File: src/rtl/stack_seq_pkg.sv
// ============================================================================
// stack_seq_pkg : shared state encoding and mux-select codes for stack_seq
// Rev 1.0
// ============================================================================
`default_nettype none

package stack_seq_pkg;

  typedef enum logic [2:0] {
    ST_IDLE     = 3'd0,
    ST_DRAIN    = 3'd1,
    ST_PUSH_PC  = 3'd2,
    ST_PUSH_CCR = 3'd3,
    ST_POP_CCR  = 3'd4,
    ST_POP_PC   = 3'd5,
    ST_JUMP     = 3'd6,
    ST_LOAD     = 3'd7
  } state_t;

  localparam logic [1:0] c_pcs_next   = 2'b00;
  localparam logic [1:0] c_pcs_popped = 2'b01;
  localparam logic [1:0] c_pcs_vector = 2'b10;
  localparam logic [1:0] c_pcs_call   = 2'b11;

  localparam logic [1:0] c_mds_normal = 2'b00;
  localparam logic [1:0] c_mds_pc     = 2'b01;
  localparam logic [1:0] c_mds_ccr    = 2'b10;

  function automatic int max_int(input int a, input int b);
    return (a > b) ? a : b;
  endfunction

endpackage

`default_nettype wire

File: src/rtl/stack_word_counter.sv
// ============================================================================
// stack_word_counter : loadable up/down counter with exact terminal compare
// Rev 1.0
// ============================================================================
`default_nettype none

module stack_word_counter #(
  parameter int W     = 2,
  parameter int LOW_W = 1
) (
  input  logic             clk,
  input  logic             rst,
  input  logic             i_load,
  input  logic [W-1:0]     i_load_val,
  input  logic             i_en,
  input  logic             i_down,
  input  logic [W-1:0]     i_term_val,
  output logic [LOW_W-1:0] o_low,
  output logic             o_term
);

  logic [W-1:0] r_count;

  always_ff @(posedge clk or posedge rst) begin
    if (rst) begin
      r_count <= '0;
    end else if (i_load) begin
      r_count <= i_load_val;
    end else if (i_en) begin
      r_count <= i_down ? (r_count - 1'b1) : (r_count + 1'b1);
    end
  end

  assign o_low  = r_count[LOW_W-1:0];
  assign o_term = (r_count == i_term_val);

endmodule

`default_nettype wire

File: src/rtl/stack_seq.sv
// ============================================================================
// stack_seq : one FSM sequencing call/ret/rti/interrupt stack transfers
// Rev 1.0
// ============================================================================
`default_nettype none

module stack_seq
  import stack_seq_pkg::*;
#(
  parameter int PC_WORDS = 2,
  parameter int INT_WAIT = 1,
  parameter int IDX_W    = (PC_WORDS > 1) ? $clog2(PC_WORDS) : 1
) (
  input  logic             clk,
  input  logic             rst,
  input  logic             i_call_req,
  input  logic             i_ret_req,
  input  logic             i_rti_req,
  input  logic             i_int_req,
  input  logic             i_hold,
  output logic             o_int_ack,
  output logic             o_mem_wr,
  output logic             o_mem_rd,
  output logic             o_stack,
  output logic [1:0]       o_mem_data_sel,
  output logic [IDX_W-1:0] o_word_idx,
  output logic             o_pop_pc,
  output logic             o_pop_ccr,
  output logic             o_freeze_pc,
  output logic             o_freeze_cu,
  output logic [1:0]       o_pc_sel,
  output logic             o_flush,
  output logic             o_busy
);

  localparam int CNT_W = max_int(IDX_W, $clog2(INT_WAIT + 1));
  localparam logic [CNT_W-1:0] c_pc_last    = CNT_W'(PC_WORDS - 1);
  localparam logic [CNT_W-1:0] c_drain_last = CNT_W'((INT_WAIT > 0) ? (INT_WAIT - 1) : 0);

  state_t r_state;
  logic   r_int_path;
  logic   r_int_ack;

  logic             w_cnt_load;
  logic [CNT_W-1:0] w_cnt_load_val;
  logic             w_cnt_en;
  logic             w_cnt_down;
  logic [CNT_W-1:0] w_cnt_term_val;
  logic [IDX_W-1:0] w_cnt_low;
  logic             w_cnt_term;
  logic             w_op_req;
  logic             w_accept_int;

  assign w_op_req     = i_call_req | i_ret_req | i_rti_req;
  assign w_accept_int = i_int_req & ~w_op_req & ~i_hold;

  stack_word_counter #(
    .W     (CNT_W),
    .LOW_W (IDX_W)
  ) u_cnt (
    .clk        (clk),
    .rst        (rst),
    .i_load     (w_cnt_load),
    .i_load_val (w_cnt_load_val),
    .i_en       (w_cnt_en),
    .i_down     (w_cnt_down),
    .i_term_val (w_cnt_term_val),
    .o_low      (w_cnt_low),
    .o_term     (w_cnt_term)
  );

  // Pops walk the words top-down so they mirror the push order.
  always_comb begin
    w_cnt_load     = 1'b0;
    w_cnt_load_val = '0;
    w_cnt_en       = 1'b0;
    w_cnt_down     = 1'b0;
    w_cnt_term_val = c_pc_last;
    case (r_state)
      ST_IDLE: begin
        w_cnt_load     = 1'b1;
        w_cnt_load_val = (!i_call_req && (i_ret_req || i_rti_req)) ? c_pc_last : '0;
      end
      ST_PUSH_PC: begin
        w_cnt_term_val = c_pc_last;
        w_cnt_load     = w_cnt_term;
        w_cnt_en       = ~w_cnt_term;
      end
      ST_POP_PC: begin
        w_cnt_term_val = '0;
        w_cnt_load     = w_cnt_term;
        w_cnt_en       = ~w_cnt_term;
        w_cnt_down     = 1'b1;
      end
      ST_DRAIN: begin
        w_cnt_term_val = c_drain_last;
        w_cnt_load     = ~i_hold & w_cnt_term;
        w_cnt_en       = ~i_hold & ~w_cnt_term;
      end
      default: ;
    endcase
  end

  always_ff @(posedge clk or posedge rst) begin
    if (rst) begin
      r_state    <= ST_IDLE;
      r_int_path <= 1'b0;
      r_int_ack  <= 1'b0;
    end else begin
      r_int_ack <= 1'b0;
      case (r_state)
        ST_IDLE: begin
          if (i_call_req) begin
            r_state    <= ST_PUSH_PC;
            r_int_path <= 1'b0;
          end else if (i_ret_req) begin
            r_state <= ST_POP_PC;
          end else if (i_rti_req) begin
            r_state <= ST_POP_CCR;
          end else if (w_accept_int) begin
            r_state    <= (INT_WAIT == 0) ? ST_PUSH_PC : ST_DRAIN;
            r_int_path <= 1'b1;
            r_int_ack  <= 1'b1;
          end
        end
        ST_DRAIN:    if (!i_hold && w_cnt_term) r_state <= ST_PUSH_PC;
        ST_PUSH_PC:  if (w_cnt_term) r_state <= r_int_path ? ST_PUSH_CCR : ST_JUMP;
        ST_PUSH_CCR: r_state <= ST_JUMP;
        ST_POP_CCR:  r_state <= ST_POP_PC;
        ST_POP_PC:   if (w_cnt_term) r_state <= ST_LOAD;
        ST_JUMP:     r_state <= ST_IDLE;
        ST_LOAD:     r_state <= ST_IDLE;
        default:     r_state <= ST_IDLE;
      endcase
    end
  end

  assign o_int_ack = r_int_ack;

  always_comb begin
    o_mem_wr       = 1'b0;
    o_mem_rd       = 1'b0;
    o_stack        = 1'b0;
    o_mem_data_sel = c_mds_normal;
    o_word_idx     = '0;
    o_pop_pc       = 1'b0;
    o_pop_ccr      = 1'b0;
    o_freeze_pc    = 1'b0;
    o_freeze_cu    = 1'b0;
    o_pc_sel       = c_pcs_next;
    o_flush        = 1'b0;
    o_busy         = (r_state != ST_IDLE);
    case (r_state)
      ST_DRAIN: o_freeze_pc = 1'b1;
      ST_PUSH_PC: begin
        o_mem_wr       = 1'b1;
        o_stack        = 1'b1;
        o_mem_data_sel = c_mds_pc;
        o_word_idx     = w_cnt_low;
        o_freeze_pc    = 1'b1;
        o_freeze_cu    = 1'b1;
      end
      ST_PUSH_CCR: begin
        o_mem_wr       = 1'b1;
        o_stack        = 1'b1;
        o_mem_data_sel = c_mds_ccr;
        o_freeze_pc    = 1'b1;
        o_freeze_cu    = 1'b1;
      end
      ST_POP_CCR: begin
        o_mem_rd    = 1'b1;
        o_stack     = 1'b1;
        o_pop_ccr   = 1'b1;
        o_freeze_pc = 1'b1;
        o_freeze_cu = 1'b1;
      end
      ST_POP_PC: begin
        o_mem_rd    = 1'b1;
        o_stack     = 1'b1;
        o_pop_pc    = 1'b1;
        o_word_idx  = w_cnt_low;
        o_freeze_pc = 1'b1;
        o_freeze_cu = 1'b1;
      end
      ST_JUMP: begin
        o_pc_sel = r_int_path ? c_pcs_vector : c_pcs_call;
        o_flush  = 1'b1;
      end
      ST_LOAD: begin
        o_pc_sel = c_pcs_popped;
        o_flush  = 1'b1;
      end
      default: ;
    endcase
  end

endmodule

`default_nettype wire

File: config.mk
export PLATFORM = sky130hd
export DESIGN_NAME = stack_seq
export DESIGN_NICKNAME = d
export VERILOG_FILES = /design/src/rtl/stack_seq_pkg.sv /design/src/rtl/stack_word_counter.sv /design/src/rtl/stack_seq.sv
export SDC_FILE = /design/constraint.sdc
export NUM_CORES = 1
export LEC_CHECK = 0
export CAP_MARGIN = 20
export CELL_PAD_IN_SITES_DETAIL_PLACEMENT = 0
export CELL_PAD_IN_SITES_GLOBAL_PLACEMENT = 1
export CORE_MARGIN = 2
export CORE_UTILIZATION = 29
export DETAILED_ROUTE_END_ITERATION = 10
export GPL_TIMING_DRIVEN = 0
export PLACE_DENSITY = 0.83
export SYNTH_ARGS = -nofsm -noshare
export SYNTH_HDL_FRONTEND = slang
export SYNTH_HIERARCHICAL = 1
export SYNTH_SLANG_ARGS = --single-unit
File: constraint.sdc
create_clock -name clk -period 4.05 [get_ports clk]
set_input_delay 1.0125 -clock clk [delete_from_list [all_inputs] [get_ports clk]]
set_output_delay 1.0125 -clock clk [all_outputs]
set_load 0.02 [all_outputs]
; ---- Word-level counts from Yosys, hierarchy flattened
; Cells that the tools add are included.
[op_classes]
add_sub_neg = 2
n_eq_ne = 14
n_bitwise = 9
n_reduce_logical = 18
mux = 37
[ops]
columns = cell, n
row1 = 1-bit 2-to-1 mux, 24
row2 = 3-bit 2-to-1 mux, 8
row3 = 3-bit one-hot mux with 7 select lines, 1
row4 = "3-bit == test, second input constant", 4
row5 = "2-bit != test, second input constant", 5
row6 = 2-bit OR reduction, 5
row7 = 2-bit one-hot mux with 2 select lines, 2
row8 = 4-bit AND reduction, 2
row9 = "3-bit by 2-bit == test with 1-bit output, second input constant", 2
row10 = "5-bit != test, second input constant", 1
row11 = 5-bit OR reduction, 1
row12 = 1-bit bitwise AND, 4
row13 = 2-bit nonzero test, 2
row14 = 4-bit OR reduction, 1
row15 = "3-bit by 1-bit == test with 1-bit output, second input constant", 1
row16 = 3-bit zero test, 1
row17 = 1-bit NOT, 3
row18 = 1-bit one-hot mux with 3 select lines, 1
row19 = 3-bit nonzero test, 1
row20 = 1-bit logical AND, 2
row21 = 1-bit zero test, 2
row22 = 1-bit bitwise OR, 2
row23 = 1-bit one-hot mux with 2 select lines, 1
row24 = "1-bit adder, second input constant", 1
row25 = other kinds (3), 3
[word_totals]
reg_bits = 6
out_inout_bits = 15
elab_cells = 84

; ---- Logic depth before layout (Yosys ltp)
[depth]
ltp_word = 10
depth_mapped = 9

; ---- By module
; The synthesis kept the hierarchy.
[by_module_without_submodules]
columns = module, seq_area_each_um2, cells_per_inst, area_each_um2, instances
row1 = stack_seq, 125.1, 60, 435.4, 1
row2 = stack_word_counter, 25.0, 6, 55.1, 1

; ---- Worst setup path after synthesis
; OpenSTA, ideal clock, no wires.
[synth_timing]
path_kind = register -> output
start = reg r_state[2]
end = out o_word_idx
path_stages_with_launch = 4
setup_slack_ps = 1706
arrival_ps = 1331
required_ps = 3038
path_cell_list = dfrtp_1 -> nand2b_1 -> nor2_1 -> o21a_1
[synth_between]
elab_chain_cells = 3
[synth_rtl]
columns = item, line
row1 = start: declaration, stack_seq.sv:40  ; state_t r_state;
row2 = start signal: assignment, stack_seq.sv:121  ; r_state <= (INT_WAIT == 0) ? ST_PUSH_PC : ST_DRAIN;
row3 = start signal: assignment, stack_seq.sv:127  ; ST_PUSH_PC: if (w_cnt_term) r_state <= r_int_path ? ST_PUSH_CCR : ST_JUMP;
row4 = 3-bit == test or 3-bit by 2-bit == test with 1-bit output (tied branches), stack_seq.sv:153  ; case (r_state)
row5 = 2-bit OR reduction (no line) *, --
row6 = 1-bit 2-to-1 mux *, stack_seq.sv:153
row7 = end: declaration, stack_seq.sv:26  ; output logic [IDX_W-1:0] o_word_idx,
; Mark *: on every way between the ends. The rest lies on a longest branch, timed or not.

; ---- Worst setup path after layout
; Ends and elaborated chain as after synthesis.

==> out/qor.csv <==
metric,value,unit
die-area,0.002036,mm^2
critPathRequiredTime,3.04,ns
clkLatencyLatePin,0.24,ns
synth_nets,73,
grt_antenna_before_repair,0,
cts_made_buffers,3,
final_cells,106,
setup_viol,0,
cts_root_buf,clkbuf_4,
grt_use_total,13.29,%
gr-total-overflow,0,
yosysTopAreaCellShare,30.61,%
drive_above_1_share,12.22,%
holdPathEnd,u_cnt/o_low,
power,0.6881,mW
grt_pass1_vias,425,
reg2reg_to,r_state[0],
synth_fa_ha_area_share,0,%
io_buffers,21,
synth-main-ff-cell,dfrtp_1,
place_congestion,0.8519,
clkSinkCount,6,
maxCapViolations,0,
drc,0,
drt_iter0_drc,19,
cts_tree,done,
syn_inst,66,
syn_to_final_growth,51.53,%
yosys.area.top_type,dfrtp_1,
hold_violations,0,
die_y,45.13,um
drv_slew,0,
max_slew_margin,63.67,%
dp_cells,103,
clockBufferDepth,2,
status,completed,
final_antenna_net_count,0,
vias_per_cell,4.858,
fin_crit,2.965,ns
drtPass1Iterations,3,
reg2reg_depth,9,
coreArea,0.001541,mm^2
yosys-mux-area-fraction,0,%
start_util,31.82,%
crit_type,flop to output port,
leakagePower,0.3335,nW
seq_area_frac_synth,30.61,%
n_antenna_cell,0,
synth-simple-area-share,31.38,%
p_per_area,925.9,mW/mm^2
cts_hold_buf,0,
worst_pin_slew,0.5409,ns
synth_compound_area_share,22.19,%
critPathCaptureType,output port,
cts_max_level,1,
hold_depth,2,
rsz0062_at_grt,false,
ys_ff_latch,6,
grt_max_degree,10,
min_period_over_period,73.20,%
critPathMaxFanout,9,
postSynthAreaPerCell,7.431,um^2
ctsResizeCount,0,
synthDistinctLibCells,27,
dp_hpwl,964.2,um
worstHoldStart,u_cnt/o_low,
clk_pin_slew_worst_paths,0.05,ns
finClkSkew,0.001594,ns
synth_edf_count,0,
synth_top_family_by_area,simple AND/OR/NAND/NOR gates,
synth_area,490.5,um^2
rows,14,
fmax,337.3,MHz
drt-wirelength-per-cell,11.24,um
holdWs,0.6253,ns
reg2reg_slack,1.98,ns
post-cts-setup-buffers,0,
nets,99,
setup-tns-final,0,ns
async_flop_share,100.0,%
synth_warnings,6,
fp.dieW,45.13,um
synth-xor-area-share,3.571,%
r2r_start,r_state[0],
ios,22,
vdd_drop_max,359.1,uV
grt_pass1_wl,1890,um
hold_class,flop to flop,
wl,1191,um
synth.area.top_cells,"dfrtp_1 31%, nor2_1 8.4%, inv_1 6.9%",
cp_data_arrival_time,1.95,ns
vias,515,
crit_path_start_kind,flop,
[area by class of cell]
class	instances	area, um^2
fillers	149	798.3
plain buffers	2	18.77
flip-flops and latches	6	150.1
inverters	11	41.29
multi-input cells	47	280.3
clock buffers	3	22.52
repair buffers	21	210.2
well taps	16	20.02
[Yosys cell counts, types with 2 or more instances]
library cell / instances
nand2b_1: 3
a31oi_1: 2
a21oi_1: 4
inv_1: 9
nand2_1: 7
inv_2: 2
dfrtp_1: 6
o21ai_1: 3
nor2_1: 11
xnor2_1: 2
[per-layer routing]
layer / up-vias / global-route usage [%] / share of wire [%] / wire length (um)
met4: 0 / 1.765 / 0 / 0
met3: 0 / 6.000 / 5.4 / 64
li1: 268 / - / - / -
met5: - / 0 / 0 / 0
met1: 232 / 17.98 / 50 / 590
met2: 15 / 20.00 / 45 / 536
[worst max-delay path by stage]
stage / endpoint / from / slack, ns / depth (start not counted)
finish: o_word_idx / r_state[2] / 1.09 / 4
global route: o_word_idx / r_state[2] / 0.96 / 4
CTS: o_word_idx / r_state[2] / 1.07 / 4
detailed placement: o_word_idx / r_state[2] / 1.34 / 4
global placement: o_word_idx / r_state[2] / 1.33 / 4
floorplan: o_word_idx / r_state[2] / 1.71 / 3
[placed cells by master, fill, tap and decap left out, drive strengths merged]
| cell type | n |
|---|---|
| or4 | 1 |
| clkdlybuf4s50 | 21 |
| a21oi | 4 |
| nor4 | 1 |
| a211oi | 1 |
| nand2 | 7 |
| a21o | 1 |
| buf | 2 |
| xnor2 | 2 |
| dfrtp | 6 |
| o21ai | 4 |
| o21a | 1 |
| clkbuf | 3 |
| nor3 | 1 |
| nand2b | 3 |
| and3 | 1 |
| nor2 | 12 |
| inv | 11 |
| nand3 | 1 |
| o32ai | 1 |
| nor2b | 1 |
| o311ai | 1 |
| a31oi | 2 |
| or3 | 1 |
| o31a | 1 |
[logic make-up after synthesis]
| group | count (synthesis) |
|---|---|
| AND/OR/NAND/NOR | 29 |
| buffers and inverters | 13 |
| flip-flops | 6 |
| AO/OA/AOI/OAI | 16 |
| XOR/XNOR | 2 |
[registers in the layout, summed over array words and instances (netlist names)]
signal and count:
u_cnt/o_low 1, r_state 3, o_int_ack 1, r_int_path 1
[critical path, stage by stage (launching register included)]
cell	delay (ns)
dfrtp_1	0.47
nand2b_1	0.28
nor2_1	0.21
o21a_1	0.15
clkdlybuf4s50_1	0.59
[where the power goes]
group / switching [mW] / internal [mW] / leakage, nW
sequential: 0.0353 / 0.0867 / 0.0765
combinational: 0.272 / 0.238 / 0.243
clock: 0.0223 / 0.0336 / 0.0138
[through the flow]
step / setup slack (ns) / area [um^2] / utilization [%]
after detailed placement: 1.341 / 720.7 / 46.75
after global placement: 1.333 / 720.7 / 46.75
after CTS: 1.069 / 743.2 / 48.21
final: 1.085 / 743.2 / 48.21
after global routing: 0.9597 / 743.2 / 48.21
after floorplan: 1.706 / 490.5 / -
(Power assumes the default switching activity.)
